--- src/rtl/gerenciador_atributos.sv ---
// Pet vital attributes (fome, felicidade, sono): prescaled decay plus activity-driven recovery.
// Optional low-attribute flags on port alerta are built only when ATRIBUTOS_ALERTA_EN is defined.
module gerenciador_atributos #(
    parameter int TICK_DIV      = 50000,
    parameter int VALOR_INICIAL = 200,
    parameter int DECAIMENTO    = 1,
    parameter int GANHO         = 8
`ifdef ATRIBUTOS_ALERTA_EN
    ,
    parameter int LIMIAR_ALERTA = 32
`endif
) (
    input  logic       clk,
    input  logic       rst_n,
    input  logic [3:0] estado,
    output logic [7:0] fome,
    output logic [7:0] felicidade,
    output logic [7:0] sono,
    output logic       tick
`ifdef ATRIBUTOS_ALERTA_EN
    ,
    output logic [2:0] alerta
`endif
);

    localparam int         CW        = (TICK_DIV > 1) ? $clog2(TICK_DIV) : 1;
    localparam logic [CW-1:0] CNT_MAX = CW'(TICK_DIV - 1);
    localparam logic [7:0] VAL_INI   = 8'(VALOR_INICIAL);
    localparam logic [8:0] DEC_1     = 9'(DECAIMENTO);
    localparam logic [8:0] DEC_2     = 9'(2 * DECAIMENTO);
    localparam logic [8:0] GAN       = 9'(GANHO);

    localparam logic [3:0] ST_DORMINDO   = 4'b0001;
    localparam logic [3:0] ST_COMENDO    = 4'b0010;
    localparam logic [3:0] ST_DANDO_AULA = 4'b0100;
    localparam logic [3:0] ST_MORTO      = 4'b1000;

    // Subtract with a floor at 0 so a starved attribute never wraps to 255.
    function automatic logic [7:0] sat_sub(input logic [7:0] a, input logic [8:0] d);
        logic [8:0] r;
        r = {1'b0, a} - d;
        return (d > {1'b0, a}) ? 8'd0 : r[7:0];
    endfunction

    // Add with a ceiling at 255 so a full attribute never wraps to 0.
    function automatic logic [7:0] sat_add(input logic [7:0] a, input logic [8:0] g);
        logic [9:0] r;
        r = {2'b00, a} + {1'b0, g};
        return (r > 10'd255) ? 8'hFF : r[7:0];
    endfunction

    logic [CW-1:0] cnt_q, cnt_d;
    logic [7:0]    fome_q, fome_d;
    logic [7:0]    fel_q, fel_d;
    logic [7:0]    sono_q, sono_d;
    logic          tick_q, tick_d;
    logic          wrap_s;

    assign wrap_s = (cnt_q == CNT_MAX);

    // Prescaler and attribute next-state; attributes only move on the wrap edge.
    always_comb begin
        cnt_d  = wrap_s ? {CW{1'b0}} : cnt_q + CW'(1);
        tick_d = wrap_s;
        fome_d = fome_q;
        fel_d  = fel_q;
        sono_d = sono_q;
        if (wrap_s) begin
            case (estado)
                ST_MORTO: begin
                    fome_d = fome_q;
                    fel_d  = fel_q;
                    sono_d = sono_q;
                end
                ST_COMENDO: begin
                    fome_d = sat_add(fome_q, GAN);
                    fel_d  = sat_sub(fel_q, DEC_1);
                    sono_d = sat_sub(sono_q, DEC_1);
                end
                ST_DORMINDO: begin
                    fome_d = sat_sub(fome_q, DEC_1);
                    fel_d  = sat_sub(fel_q, DEC_1);
                    sono_d = sat_add(sono_q, GAN);
                end
                ST_DANDO_AULA: begin
                    fome_d = sat_sub(fome_q, DEC_2);
                    fel_d  = sat_add(fel_q, GAN);
                    sono_d = sat_sub(sono_q, DEC_2);
                end
                // IDLE and every invalid or multi-hot code decay uniformly
                default: begin
                    fome_d = sat_sub(fome_q, DEC_1);
                    fel_d  = sat_sub(fel_q, DEC_1);
                    sono_d = sat_sub(sono_q, DEC_1);
                end
            endcase
        end else begin
            fome_d = fome_q;
            fel_d  = fel_q;
            sono_d = sono_q;
        end
    end

    // State registers for prescaler, attributes and the tick pulse.
    always_ff @(posedge clk or negedge rst_n) begin
        if (!rst_n) begin
            cnt_q  <= {CW{1'b0}};
            fome_q <= VAL_INI;
            fel_q  <= VAL_INI;
            sono_q <= VAL_INI;
            tick_q <= 1'b0;
        end else begin
            cnt_q  <= cnt_d;
            fome_q <= fome_d;
            fel_q  <= fel_d;
            sono_q <= sono_d;
            tick_q <= tick_d;
        end
    end

    assign fome       = fome_q;
    assign felicidade = fel_q;
    assign sono       = sono_q;
    assign tick       = tick_q;

`ifdef ATRIBUTOS_ALERTA_EN
    localparam logic [8:0] LIM = 9'(LIMIAR_ALERTA);

    logic [2:0] alerta_q, alerta_d;

    // Flags follow the freshly computed attributes so they change on the same edge.
    always_comb begin
        alerta_d = alerta_q;
        if (estado == ST_MORTO) begin
            alerta_d = 3'b000;
        end else if (wrap_s) begin
            alerta_d = {({1'b0, sono_d} < LIM), ({1'b0, fel_d} < LIM), ({1'b0, fome_d} < LIM)};
        end else begin
            alerta_d = alerta_q;
        end
    end

    // Alert flag register.
    always_ff @(posedge clk or negedge rst_n) begin
        if (!rst_n) begin
            alerta_q <= 3'b000;
        end else begin
            alerta_q <= alerta_d;
        end
    end

    assign alerta = alerta_q;
`endif

endmodule

--- config.mk ---
export PLATFORM = sky130hd
export DESIGN_NAME = gerenciador_atributos
export DESIGN_NICKNAME = d
export VERILOG_FILES = /design/src/rtl/gerenciador_atributos.sv
export SDC_FILE = /design/constraint.sdc
export NUM_CORES = 1
export LEC_CHECK = 0
export CAP_MARGIN = 25
export CORE_ASPECT_RATIO = 1.2
export CORE_MARGIN = 3
export CORE_UTILIZATION = 62
export DETAILED_ROUTE_END_ITERATION = 7
export GPL_ROUTABILITY_DRIVEN = 0
export PLACE_DENSITY_LB_ADDON = 0.2
export SYNTH_ARGS = -nofsm -noshare
export SYNTH_HDL_FRONTEND = slang
export SYNTH_SLANG_ARGS = --single-unit
--- constraint.sdc ---
create_clock -name clk -period 4.9 [get_ports clk]
set_clock_uncertainty 0.1 [all_clocks]
set_input_delay 0.98 -clock clk [delete_from_list [all_inputs] [get_ports clk]]
set_output_delay 0.98 -clock clk [all_outputs]
set_load 0.02 [all_outputs]
==> results of run 1 <==
[cells in the mapped netlist, drive strengths merged (2+ instances only)]
cell,n,area [um2]
o32ai,3,45.05
nand4,3,18.77
a211oi,3,27.52
a21o,2,15.01
nor4b,4,65.07
o21ai,31,170.2
nor3,16,80.08
o221ai,2,17.52
a41oi,3,26.28
nor4,6,50.04
o22ai,5,31.28
a2bb2oi,2,17.52
nand2b,6,37.54
xor2,10,87.58
nand3,21,105.1
a31oi,5,31.28
xnor2,8,70.07
nand3b,2,15.01
inv,17,63.81
o211ai,3,22.52
a32oi,3,26.28
ha,22,275.3
nand2,28,105.1
a31o,2,17.52
and3,7,43.79
o31ai,3,22.52
o21a,2,15.01
or3,7,43.79
dfrtp,32,800.8
a22oi,3,22.52
nor2,29,108.9
and2,6,37.54
a21oi,21,105.1
o22a,3,26.28
clkbuf,10,38.78
nor3b,2,20.02
buf,6,36.28
nor2b,3,18.77
o41ai,2,17.52
dfstp,9,236.5
[stage by stage]
step | power [W] | utilization (%) | cells | hold slack (ps)
3_5_place_dp | 0.0003787 | 72.65 | 438 | 369.9
4_1_cts | 0.0006538 | 75.00 | 446 | 381.1
2_1_floorplan | 0.0003631 | - | 366 | 332.9
5_1_grt | 0.0006706 | 75.00 | 446 | 387.4
3_3_place_gp | 0.0003782 | 72.65 | 438 | 361.1
6_report | 0.0006520 | 75.00 | 446 | 373.2
[metal layers]
metal | vias up | GRT usage, % | wire length, um
met5 | - | 0 | 0
met4 | 0 | 11.62 | 189
met3 | 21 | 4.458 | 395
met2 | 109 | 41.60 | 3528
met1 | 1363 | 33.16 | 3182
li1 | 1392 | - | -
[final cells by class]
class                   count  area (um2)  share of cell area [%]
clock inverters             2       38.79                   1.093
inverters                  17       63.81                   1.799
flip-flops and latches     41        1037                   29.24
multi-input cells         292        1967                   55.45
clock buffers               6       72.57                   2.046
repair buffers             30       295.3                   8.325
well taps                  58       72.57                   2.046
[flip-flops by register name, indices dropped and copies added (netlist names)]
name and count:
cnt_q 16, felicidade 8, fome 8, sono 8, tick 1
[logic make-up after synthesis]
logic type	after synthesis
flip-flops	41
multiplexers	1
buffers and inverters	33
AND/OR/NAND/NOR	147
XOR/XNOR	18
AO/OA/AOI/OAI	104
adder cells (fa/ha/maj)	22
[power groups by stage]
stage	Combinational (W)	Sequential (W)	Clock, W
after floorplan	0.0000181	0.000345	0
after global placement	0.0000334	0.000345	0
after detailed placement	0.0000339	0.000345	0
after CTS	0.0000343	0.000338	0.000281
after global routing	0.0000376	0.000338	0.000295
final	0.0000340	0.000338	0.000280
[worst min path at each step]
stage | start | to | depth (start not counted)
2_1_floorplan | cnt_q[0] | cnt_q[0] | 1
3_3_place_gp | cnt_q[0] | cnt_q[0] | 1
3_5_place_dp | cnt_q[0] | cnt_q[0] | 1
4_1_cts | cnt_q[0] | cnt_q[0] | 1
5_1_grt | cnt_q[0] | cnt_q[0] | 1
6_report | cnt_q[0] | cnt_q[0] | 1
==> results.md, run 1 <==
* Die width at 71.00 um
* Clock root cell: clkbuf_8
* CP top delay family: simple AND/OR/NAND/NOR gates
* Clk sinks at 41
* Largest net degree at the start of global routing at 42
* Critical path required time at just under 5000 ps
* Pre-CTS WS at 1445 ps
* Core region area at roughly 4700 um2
* Syn nets at 394
* RSZ-0062 raised after global routing: no
* DP Area at 3436 um2
* Max cap viols at 0
* Bufs and invs on worst path at 1
* Remaining DRCs at 0
* FF-to-FF End: fome[2]
* Status: finished clean
* Via count at 2885
* Inserted Clock Buffers at 5
* Syn_area_per_cell at 8.587 um2
* Hold buffers post-CTS at 0
* Final HPWL DP at 5084 um
* Internal power component at between 0.0005 and 0.0006 W
* CP Launch Point: estado[1]
* Worst-skew pair later-pin latency at ~300 ps
* F_max at 313.9 MHz
* Reg clk slew, reported paths at 80 ps
* CP Depth at 7
* CTS tree: built
* Initial Util at 66.46%
* Iter 0 DRT Violations at between 200 and 250
* Crit-path max cell delay at a little under 800 ps
* Post-synth EDFFs at 0
* Min-delay worst type: flop to flop
* Crit start category: input port
* Slew @ Worst Pin at 1017 ps
* Number of global-route vias before repair at 2839
* NumNets Final at about 420
* Ports at 31
* Async SR Flop Fraction at 100.0%
* P&R area growth vs syn at 12.86%
* CP max FO at 13
* Fill count at 359
* Critical-path top delay cell: nor4b_4
* Final Max Slew Viols at 0
* Tmin final at 3186 ps
* Endpoints failing setup at 0
* Leak at 1.429 nW
* XOR/XNOR Fraction of Synth Area at 5.016%
* Mapped Area at 3143 um2
* Gr ovfl total at 0
* Synth warnings at 0
* RR Startpoint: fome[3]
* Layout cells sized above 1 at 7.990%
* First-pass GRT wire length at 12780 um
* Register area share after synthesis at 33.00%
* Synth cell types at 63
* H-tree depth at 2
* Crit path arrival time at 3240 ps
* Flop2flop setup slack at 2150 ps
* Wire per inst at 16.36 um
* Initial antenna violation count at 0
* Setup slack after layout at roughly 1700 ps
* Compound-cell area share of the yosys netlist at 22.57%
* Flop pwr share at about half
* Commonest non-fill, non-tap cell in the layout: dfrtp_1
* Worst setup endpoint: sono[4]
* Cell area after layout at 3547 um2
* Simple-Gate Fraction of Synth Area at 25.92%
* Vias per cell at 6.469
* Crit share post-route at between 60 and 70%
* Commonest non-fill, non-tap cells in the layout: dfrtp_1, nor2_1, o21ai_0, clkdlybuf4s50_1, nand2_1
* Routed wire length at approximately 7300 um
* Dominant synthesized flop cell: dfrtp_1
* Gate power share at ~5.2%
* Post-route ant nets at 0
* Final Hold Fails at 0
* Max-slew headroom at between 30% and 40%
* Input/output buffers at 30
* Reg2reg path depth at 7
* Power Density at between 150 and 200 nW/um2
* Diodes inserted at 0
* Largest family of logic cells by synthesized area: simple AND/OR/NAND/NOR gates
* Net Switching at 0.0001497 W
* Gr usage total at 25.71%
* Clock Tree Buf Depth at 2
* Post-CTS setup buffers at 0
* DRT Pass-1 Iters at 4
* Die height at 84.00 um
* Die ar. at around 6000 um2
* Synth Register Bits at slightly above 40
* Post-synthesis mux area share at 0.3185%
* Worst Setup End Kind: flop
* Post-Syn Instances at 366
* Post-Synth Adder-Cell Area at 8.758%
* Critical path class: input port to flop
* Maximum vdd drop at 0.1408 mV
* Worst path most repeated cell: nor3_1
* Rows at 27
* Setup TNS at 0 ps
* Power share of the clock group at 42.9%
* CTS resizes at 0
* Switching share of power at 22.95%
* CP cell instances: clkdlybuf4s50_1 -> nor4b_4 -> nor2_1 -> a32oi_1 -> nor3_1 -> nor3_1 -> o21ai_0
No activity file was read; power rests on OpenSTA's default activity.
==> inputs of run 2 (changes only) <==
--- a/config.mk
+++ b/config.mk
@@ -8,7 +8,7 @@
 export CAP_MARGIN = 25
 export CORE_ASPECT_RATIO = 1.2
 export CORE_MARGIN = 3
-export CORE_UTILIZATION = 62
+export CORE_UTILIZATION = 52
 export DETAILED_ROUTE_END_ITERATION = 7
 export GPL_ROUTABILITY_DRIVEN = 0
 export PLACE_DENSITY_LB_ADDON = 0.2
==> constraint.sdc (replaced) <==
create_clock -name clk -period 2.7 [get_ports clk]
set_clock_uncertainty 0.1 [all_clocks]
set_input_delay 0.54 -clock clk [delete_from_list [all_inputs] [get_ports clk]]
set_output_delay 0.54 -clock clk [all_outputs]
set_load 0.02 [all_outputs]
==> results.md, run 2 (synthesized netlist as in run 1, its figures left out) <==
* Diodes inserted at 0 (unchanged)
* CTS tree: built (unchanged)
* Worst-skew pair later-pin latency at 300 ps (about the same)
* First-pass GRT wire length at 12610 um (was 12780 um)
* Gr ovfl total at 0 (unchanged)
* Final Hold Fails at 0 (unchanged)
* Layout cells sized above 1 at 12.75% (was 7.990%)
* Power Density at 317.7 nW/um2 (was 183.8 nW/um2)
* Iter 0 DRT Violations at 155 (was 223)
* NumNets Final at 435 (was 415)
* Largest net degree at the start of global routing at 29 (was 42)
* Slew @ Worst Pin at 633.2 ps (was 1017 ps)
* Final HPWL DP at 5422 um (was 5084 um)
* Setup TNS at 0 ps (unchanged)
* Net Switching at 0.0002664 W (was 0.0001497 W)
* Min-delay worst type: input port to asynchronous set/reset pin (was flop to flop)
* Via count at 2877 (was 2885)
* Power share of the clock group at 42.1% (was 42.9%)
* Die ar. at 7017 um2 (was 5963 um2)
* Core region area at 5743 um2 (was 4730 um2)
* Status: finished clean (unchanged)
* Critical path class: input port to flop (unchanged)
* Post-route ant nets at 0 (unchanged)
* Total power draw at 0.001185 W (was 0.0006520 W)
* Die height at 91.17 um (was 84.00 um)
* Endpoints failing setup at 0 (unchanged)
* Commonest non-fill, non-tap cell in the layout: dfrtp_1 (unchanged)
* Hold buffers post-CTS at 0 (unchanged)
* Worst Setup End Kind: flop (unchanged)
* Die width at 76.97 um (was 71.00 um)
* Inserted Clock Buffers at 5 (unchanged)
* Leak at 1.529 nW (was 1.429 nW)
* Number of global-route vias before repair at 2793 (was 2839)
* Max cap viols at 0 (unchanged)
* Commonest non-fill, non-tap cells in the layout: dfrtp_1, nor2_1, o21ai_0, clkdlybuf4s50_1, nand2_1 (unchanged)
* Crit share post-route at 90.44%
* Maximum vdd drop at 0.3287 mV (was 0.1408 mV)
* Final Max Slew Viols at 0 (unchanged)
* Max-slew headroom at 57.40% (was 31.24%)
* Tmin final at 2442 ps
* Max reg flops at 16 (unchanged)
* Initial antenna violation count at 0 (unchanged)
* Internal power component at 0.0009183 W (was 0.0005023 W)
* DRT Pass-1 Iters at 5 (was 4)
* CTS resizes at 0 (unchanged)
* P&R area growth vs syn at 18.63% (was 12.86%)
* Ports at 31 (unchanged)
* Switching share of power at 22.48% (was 22.95%)
* Reg clk slew, reported paths at 80 ps (about the same)
* Clk sinks at 41 (unchanged)
* Routed wire length at 7233 um (was 7296 um)
* Clock Tree Buf Depth at 2 (unchanged)
* Crit start category: input port (unchanged)
* Wire per inst at 14.82 um (was 16.36 um)
* Rows at 30 (was 27)
* Vias per cell at 5.895 (was 6.469)
* Input/output buffers at 30 (unchanged)
* Gr usage total at 21.70% (was 25.71%)
* Clock root cell: clkbuf_8 (unchanged)
* Flop pwr share at 51.8% (was 51.9%)
* Initial Util at 54.73% (was 66.46%)
* CP max FO at 7 (was 13)
* Crit path arrival time at 2560 ps (was 3240 ps)
* Most flops, register: cnt_q (unchanged)
* Gate power share at 6.0% (was 5.2%)
* Post-CTS setup buffers at 0 (unchanged)
* Remaining DRCs at 0 (unchanged)
* F_max at 409.5 MHz
* H-tree depth at 2 (unchanged)
* RSZ-0062 raised after global routing: no (unchanged)
* Critical path required time at 2820 ps (was 4950 ps)
-- run 2: power by group through the flow --
stage / sequential, W / combinational (W) / clock, W
finish: 0.000614 / 0.0000714 / 0.000499
global route: 0.000614 / 0.0000786 / 0.000541
CTS: 0.000614 / 0.0000721 / 0.000516
detailed placement: 0.000626 / 0.0000718 / 0
global placement: 0.000626 / 0.0000710 / 0
floorplan: 0.000626 / 0.0000329 / 0
-- run 2: final timing paths --
kind	endpoint	cells after the start	slack [ps]	startpoint
max	felicidade[7]	7	260	estado[1]
min	sono[1]	1	30	rst_n
min reg2reg	cnt_q[0]	1	370	cnt_q[0]
max reg2reg	fome[2]	8	340	fome[3]
min in group clk	cnt_q[0]	1	370	cnt_q[0]
max in group asynchronous	fome[3]	2	1740	rst_n
-- run 2: through the flow --
stage          util, %  hold slack (ps)  worst slack [ps]  instance area (um2)  std cells
2_1_floorplan        -            144.4             358.2                 3143        366
3_3_place_gp     62.92            345.4             63.18                 3613        480
3_5_place_dp     62.92            362.6             53.21                 3613        480
4_1_cts          64.92            32.84             315.6                 3729        488
5_1_grt          64.92            37.36             125.5                 3729        488
6_report         64.92            33.85             258.1                 3729        488
-- run 2: layer usage --
metal	vias to the layer above	global-route usage, %	part of all wire [%]
li1	1435	-	-
met1	1360	27.48	45
met2	65	36.70	48
met3	17	3.671	4.0
met4	0	8.605	2.2
met5	-	0	0
-- run 2: layout make-up --
cell class,count,area [um2]
Sequential cell,41,1037
Clock buffer,5,68.82
Tap cell,80,100.1
Clock inverter,3,46.29
Fill cell,493,2014
Timing Repair Buffer,50,445.4
Inverter,17,63.81
Multi-Input combinational cell,292,1967
-- run 2: critical path, cell delays in order --
cell             delay (ps)
clkdlybuf4s50_1         540
buf_4                   210
nand3b_1                310
a31oi_1                 280
nand2_1                 180
o32ai_1                 380
a2bb2oi_1               120
